## src/rtl/rpn_sequencer.sv

```systemverilog
// Program sequencer driving an external RPN calculator: loads a 19-bit program, steps it and
// tracks the expected stack depth. Define RPN_SEQ_CNT_CHECK_EN to verify calc_cnt in CHECK.
module rpn_sequencer #(
  parameter int unsigned PROG_DEPTH = 64,
  parameter int unsigned STACK_MAX  = 1000
) (
  input  logic                          clk,
  input  logic                          rst,
  input  logic                          prog_we,
  input  logic [$clog2(PROG_DEPTH)-1:0] prog_addr,
  input  logic [18:0]                   prog_data,
  input  logic                          start,
  output logic                          calc_nrst,
  output logic                          calc_step,
  output logic                          calc_push,
  output logic [1:0]                    calc_op,
  output logic [15:0]                   calc_d,
  input  logic [15:0]                   calc_out,
  input  logic [9:0]                    calc_cnt,
  output logic                          busy,
  output logic                          done,
  output logic                          error,
  output logic [2:0]                    err_code,
  output logic [15:0]                   result,
  output logic [$clog2(PROG_DEPTH)-1:0] pc
);

  localparam int unsigned PW = $clog2(PROG_DEPTH);
  localparam int unsigned DW = $clog2(STACK_MAX + 1);
`ifdef RPN_SEQ_CNT_CHECK_EN
  localparam bit CntCheck = 1'b1;
`else
  localparam bit CntCheck = 1'b0;
`endif

  typedef enum logic [2:0] {IDLE, CLR, FETCH, ISSUE, STEP, CHECK, FIN, ERR} state_t;

  state_t          state_q, state_d;
  logic [PW-1:0]   pc_q, pc_d;
  logic [DW-1:0]   dep_q, dep_d;
  logic [15:0]     result_q, result_d;
  logic [2:0]      err_code_q, err_code_d;
  logic            done_q, done_d;
  logic            error_q, error_d;
  logic            push_q, push_d;
  logic [1:0]      op_q, op_d;
  logic [15:0]     cd_q, cd_d;
  logic            nrst_q, step_q;
  logic [18:0]     word_q;
  logic [18:0]     mem [PROG_DEPTH];

  // Memory is not reset; the read port tracks pc every cycle, so the word is valid from ISSUE on.
  always_ff @(posedge clk) begin
    if (prog_we && state_q == IDLE) mem[prog_addr] <= prog_data;
    word_q <= mem[pc_q];
  end

  always_comb begin
    state_d    = state_q;
    pc_d       = pc_q;
    dep_d      = dep_q;
    result_d   = result_q;
    err_code_d = err_code_q;
    done_d     = done_q;
    error_d    = error_q;
    push_d     = push_q;
    op_d       = op_q;
    cd_d       = cd_q;
    case (state_q)
      IDLE:  if (start) state_d = CLR;
      CLR: begin
        pc_d       = '0;
        dep_d      = '0;
        done_d     = 1'b0;
        error_d    = 1'b0;
        err_code_d = '0;
        state_d    = FETCH;
      end
      FETCH: state_d = ISSUE;
      ISSUE: begin
        if (word_q[17:16] == 2'b00 && 32'(dep_q) == STACK_MAX) begin
          err_code_d = 3'd2;
          state_d    = ERR;
        end else if (word_q[17:16] == 2'b01 && dep_q == '0) begin
          err_code_d = 3'd1;
          state_d    = ERR;
        end else if (word_q[17] && 32'(dep_q) < 32'd2) begin
          err_code_d = 3'd1;
          state_d    = ERR;
        end else begin
          push_d  = (word_q[17:16] == 2'b00);
          op_d    = word_q[17:16];
          cd_d    = word_q[15:0];
          state_d = STEP;
        end
      end
      STEP: begin
        if (op_q == 2'b00)  dep_d = dep_q + DW'(1);
        else if (op_q[1])   dep_d = dep_q - DW'(1);
        state_d = CHECK;
      end
      CHECK: begin
        if (CntCheck && 32'(calc_cnt) != 32'(dep_q)) begin
          err_code_d = 3'd3;
          state_d    = ERR;
        end else if (word_q[18]) begin
          result_d = calc_out;
          state_d  = FIN;
        end else if (pc_q == PW'(PROG_DEPTH - 1)) begin
          err_code_d = 3'd4;
          state_d    = ERR;
        end else begin
          pc_d    = pc_q + PW'(1);
          state_d = FETCH;
        end
      end
      FIN: begin
        done_d  = 1'b1;
        state_d = IDLE;
      end
      ERR: begin
        error_d = 1'b1;
        state_d = IDLE;
      end
      default: state_d = IDLE;
    endcase
  end

  always_ff @(posedge clk) begin
    if (rst) begin
      state_q    <= IDLE;
      pc_q       <= '0;
      dep_q      <= '0;
      result_q   <= '0;
      err_code_q <= '0;
      done_q     <= 1'b0;
      error_q    <= 1'b0;
      push_q     <= 1'b0;
      op_q       <= '0;
      cd_q       <= '0;
      nrst_q     <= 1'b0;
      step_q     <= 1'b0;
    end else begin
      state_q    <= state_d;
      pc_q       <= pc_d;
      dep_q      <= dep_d;
      result_q   <= result_d;
      err_code_q <= err_code_d;
      done_q     <= done_d;
      error_q    <= error_d;
      push_q     <= push_d;
      op_q       <= op_d;
      cd_q       <= cd_d;
      nrst_q     <= (state_d != CLR);
      step_q     <= (state_d == STEP);
    end
  end

  assign calc_nrst = nrst_q;
  assign calc_step = step_q;
  assign calc_push = push_q;
  assign calc_op   = op_q;
  assign calc_d    = cd_q;
  assign busy      = (state_q != IDLE);
  assign done      = done_q;
  assign error     = error_q;
  assign err_code  = err_code_q;
  assign result    = result_q;
  assign pc        = pc_q;

endmodule

```

## config.mk

```make
export PLATFORM = sky130hd
export DESIGN_NAME = rpn_sequencer
export DESIGN_NICKNAME = d
export VERILOG_FILES = /design/src/rtl/rpn_sequencer.sv
export SDC_FILE = /design/constraint.sdc
export NUM_CORES = 1
export LEC_CHECK = 0
export BUFFER_PORTS_ARGS = -buffer_cell sky130_fd_sc_hd__buf_2
export CAP_MARGIN = 20
export CORE_MARGIN = 2
export CORE_UTILIZATION = 35
export CTS_CLUSTER_SIZE = 24
export DETAILED_ROUTE_END_ITERATION = 10
export PLACE_DENSITY_LB_ADDON = 0.2
export SYNTH_ARGS = -nofsm -noshare
export SYNTH_HDL_FRONTEND = slang
export SYNTH_SLANG_ARGS = --single-unit
```

## constraint.sdc

```tcl
create_clock -name clk -period 2.6 [get_ports clk]
set_input_delay 0.13 -clock clk [delete_from_list [all_inputs] [get_ports clk]]
set_output_delay 0.13 -clock clk [all_outputs]
set_load 0.01 [all_outputs]
```

Word-level counts from Yosys, hierarchy flattened
Memory sizes are Yosys's and may differ from the RTL's. A register that Yosys moved wholly into a read port is not among the register bits.
Index checks and enable logic that the tools add are counted.
Widths: inputs -> output; s select.
{"block": "classes", "add_sub_neg": 3, "n_lt_le_gt_ge": 1, "n_eq_ne": 17, "n_mux": 23, "bitwise_logic": 3, "reduce_logical": 20}
{"cell": "$mux 3", "count": 8}
{"cell": "$pmux 3 s7", "count": 1}
{"cell": "$mux 10", "count": 2}
{"cell": "$pmux 10 s2", "count": 1}
{"cell": "$eq 3x3->1 const B", "count": 5}
{"cell": "$mux 6", "count": 2}
{"cell": "$pmux 6 s2", "count": 1}
{"cell": "$add 10x1->10 const B", "count": 1}
{"cell": "$eq 10x10->1 const B", "count": 1}
{"cell": "$logic_not 10->1", "count": 1}
{"cell": "$lt 10x2->1 const B", "count": 1}
{"cell": "$sub 10x1->10 const B", "count": 1}
{"cell": "$pmux 3 s3", "count": 1}
{"cell": "$reduce_and 4->1", "count": 2}
{"cell": "$reduce_bool 2->1", "count": 4}
{"cell": "$add 6x1->6 const B", "count": 1}
{"cell": "$eq 3x2->1 const B", "count": 2}
{"cell": "$eq 6x6->1 const B", "count": 1}
{"cell": "$mux 2", "count": 3}
{"cell": "$ne 2x2->1 const B", "count": 3}
{"cell": "$reduce_bool 3->1", "count": 2}
{"cell": "$logic_and 1x1->1", "count": 4}
{"cell": "$logic_not 2->1", "count": 2}
{"cell": "$ne 4x4->1 const B", "count": 1}
{"cell": "other kinds (11)", "count": 16}
{"block": "totals", "ff_bits": 61, "ram_bits": 1216, "out_inout_bits": 49, "n_memories": 1}
{"memory": "mem", "depth": 64, "word_bits": 19, "rd": 1, "rd_ports_with_merged_regs": 1, "write_ports": 1, "line": "50", "text": "logic [18:0] mem [PROG_DEPTH];"}

Longest topological paths before layout
{"block": "logic_depth", "word_depth": 7, "ltp_mapped": 10}

Worst setup path before layout
OpenSTA, ideal clock, no wires.
{"block": "synth_path", "kind": "reg2reg", "startpoint": "register op_q[0], in the netlist calc_op[0]", "endpoint": "register dep_q[9]", "setup_ns": 0.122, "arrival_ns": 2.468, "t_required_ns": 2.478, "setup_slack_ns": 0.010, "stages_incl_launch_ff": 10, "cell_sequence": "dfxtp_1 -> or2_2 -> clkbuf_1 -> ha_1 -> a211oi_1 -> o211ai_1 -> a2111o_1 -> o211ai_1 -> nor4_1 -> a311o_1"}
{"block": "synth_between", "elab_chain_cells": 3, "word_cells_on_any_way": 5, "cone_classes": "eq/ne: 1; mux: 2; reduce/logical: 2"}
{"item": "from (decl)", "line": "46", "text": "logic [1:0] op_q, op_d;"}
{"item": "from (signal assigned)", "line": "152", "text": "op_q <= op_d;"}
{"item": "$logic_not 2->1 *", "line": "98", "text": "if (op_q == 2'b00) dep_d = dep_q + DW'(1);"}
{"item": "$mux 10 or $ne 3x3->1 (tied branches)"}
{"item": "$pmux 10 s2 or $reduce_and 2->1 (tied branches)"}
{"item": "to (signal assigned)", "line": "146", "text": "dep_q <= dep_d;"}
{"item": "to (decl)", "line": "40", "text": "logic [DW-1:0] dep_q, dep_d;"}
Mark *: on every way between the ends. The rest lies on a longest branch, timed or not.
A chain may end at the register's enable or synchronous reset.

==> impl_metrics.ini <==
[run_status]
status = finished, violations left
violations = setup timing

[floorplan]
die_h_um = 381
die_w_um = 381
ioPinCount = 104
start_util = 0.352
num_rows = 138
core_mm2 = 0.141
die-area_mm2 = 0.145

[routing]
wl_um = 131000
via_per_inst = 5.26
vias = 24500
drc_errors = 0
antenna_left = 0
firstDrtPassIters = 5
drtIter0Drc = 2474
wire_per_inst_um = 28.1

[synth]
ys_seq_elements = 1296
synth_nets = 2302
synth.top_cells.by_area = edfxtp_1, mux4_2, dfxtp_1
netlist_instances = 2237
synth-seq-area-share = 0.767
ys.flop_type = edfxtp_1
synthArstFlopShare = 0
syn-mean-instance-area_um2 = 22.2
synth.distinct_cells = 54
netlist.area_leader.share = 0.735
synth.cell_area_mm2 = 0.0497
yosys_warnings = 0
yosys.area.top_type = edfxtp_1
synth_edf_count = 1216

[global_route]
met1_usage = 0.250
grt_usage = 0.179
grtUsageMet2 = 0.292
grt_max_degree = 65
grt_pass1_wl_um = 185000
grt_pass1_vias = 25300
grt_use_met3 = 0.0306
antenna_found_initial = 9
grt-ovfl-total = 0
busiest_layer = met2

[worst_setup_path]
arrival_ns = 3.21
cp-start-kind = flop
crit_top_cell = buf_4
worstPathRequired_ns = 3.18
cp_max_fo = 12
worst_setup_path_end_kind = flop
critPathSlowestCell = mux4_2
r2r_slack_ns = -0.03
cp_cell_sequence = buf_12, buf_4, mux4_2, nor2b_1, a211oi_2, buf_4, a2111oi_1, buf_4, a221o_1
cp_slowest_stage_delay_ns = 0.47
cp.buffers_inverters = 4
crit_family = buffers and inverters
worstSetupPathType = reg2reg

[place]
dp_cells = 4335
pre_cts_slack_ns = -0.529
portBuffers = 93
routabilityCongestion = 0.805
dp_hpwl_um = 77800

[sta]
max_freq_mhz = 380
setup_slack_ns = -0.0300
rsz0062_at_grt = true
hold_viol_final = 0
min_period_ns = 2.63
slew_headroom = 0.343
drv_slew = 0
post-route-period-util = 1.01
finClkSkew_ns = 0.0280
setup_viol = 5
worstMarginPinSlew_ns = 0.986

[finish]
layout.nets = 2721
fillers = 12100
area_growth_pct = 21.9
final_layout_size_suffix_gt1_frac = 0.371
layout_commonest_cell = edfxtp_1
mostFrequentLayoutCells = edfxtp_1, mux4_2, buf_4
instances_no_fill = 4655

[power_and_ir_drop]
power-per-cell-area_mw_per_mm2 = 719
vdd_ir_drop_max_mv = 0.425
p_leak_nw = 18.8

[clocking]
clk_pin_slew_ns = 0.06
cts_buffers = 134
clock_path_buffers = 3
insertion_delay_ns = 0.76
cts_tree = done
cts-root-buf = clkbuf_16
htreeDepth = 4
cts_sinks = 1296

[worst_hold_path]
hold_class = in2reg

[run]
drv_cap = 0
==> final timing paths <==
check | startpoint | end | depth (start not counted)
worst max-delay path | pc[0] | word_q[4] | 9
worst min register to register | word_q[4] | calc_d[4] | 2
worst min-delay path | prog_data[14] | mem[26][14] | 1
worst max register to register | pc[0] | word_q[4] | 9
==> cells by family after synthesis <==
group	after synthesis	share of synthesized area
compound gates	117	0.0163
xor+xnor	8	0.00141
fa+ha+maj	10	0.00267
buf+inv	127	0.0124
flops	1296	0.767
mux	428	0.177
simple gates	251	0.0226
==> area by class of cell <==
| type | instances | area [um2] | share of cell area |
|---|---|---|---|
| multi-input cells | 814 | 11200 | 0.185 |
| repair buffers | 401 | 4280 | 0.0707 |
| diodes | 2 | 5.00 | 0.0000826 |
| clock inverters | 68 | 898 | 0.0148 |
| well taps | 1890 | 2360 | 0.0390 |
| flip-flops and latches | 1296 | 38100 | 0.630 |
| clock buffers | 175 | 3640 | 0.0601 |
| inverters | 9 | 33.8 | 0.000558 |
==> metal layers <==
| layer | share of wire | vias up |
|---|---|---|
| met1 | 0.44 | 13300 |
| met4 | 0.020 | 8 |
| met3 | 0.053 | 151 |
| li1 | - | 10300 |
| met5 | 0.00038 | - |
| met2 | 0.49 | 728 |
==> worst register-to-register path: cells and delay by family, from the launching register on <==
kind / cells / cell delay, ns
buffers and inverters: 4 / 0.69
AOI/OAI and AO/OA: 3 / 0.69
muxes: 1 / 0.47
DFF: 1 / 0.45
and+or+nand+nor: 1 / 0.16
==> repair_timing <==
item | CTS | global route
setup buffers | 7 | 31
gates cloned | 4 | 3
hold buffers | 28 | 1
resized for setup | 16 | 26
endpoints found under the setup margin | 20 | 28
endpoints found under the hold margin | 288 | 64
pin swaps | 4 | 2
==> synth_stat cells (10+ instances only) <==
cell type,number
a21oi_1,32
a22oi_1,21
buf_1,17
buf_2,40
buf_4,10
clkbuf_1,44
dfxtp_1,80
edfxtp_1,1216
mux2i_1,61
mux4_2,360
nand2_1,62
nand3_1,13
nor2_1,115
nor2b_1,17
o21ai_0,15
==> power breakdown <==
part,internal (mW),switching [mW]
logic,0.243,0.625
clock network,11.8,7.94
registers,22.9,0.0232
==> state kept, by name (all words and copies together) (netlist names) <==
name / count
calc_d: 16
calc_nrst: 1
calc_op: 2
calc_push: 1
calc_step: 1
dep_q: 10
done: 1
err_code: 3
error: 1
mem: 1216
pc: 6
result: 16
state_q: 3
word_q: 19
==> through the flow <==
step | hold WS, ns | TNS, ns | power, mW | util | area (um2)
final | 0.0420 | -0.0976 | 43.5 | 0.429 | 60600
after global routing | 0.0465 | -0.454 | 44.8 | 0.429 | 60600
after CTS | 0.0182 | -0.242 | 44.0 | 0.426 | 60100
after detailed placement | 0.384 | -2.18 | 24.2 | 0.389 | 55000
after global placement | 0.375 | -1.26 | 24.1 | 0.389 | 54900
after floorplan | 0.229 | 0 | 23.6 | - | 49700
No activity file was read; power rests on OpenSTA's default activity.
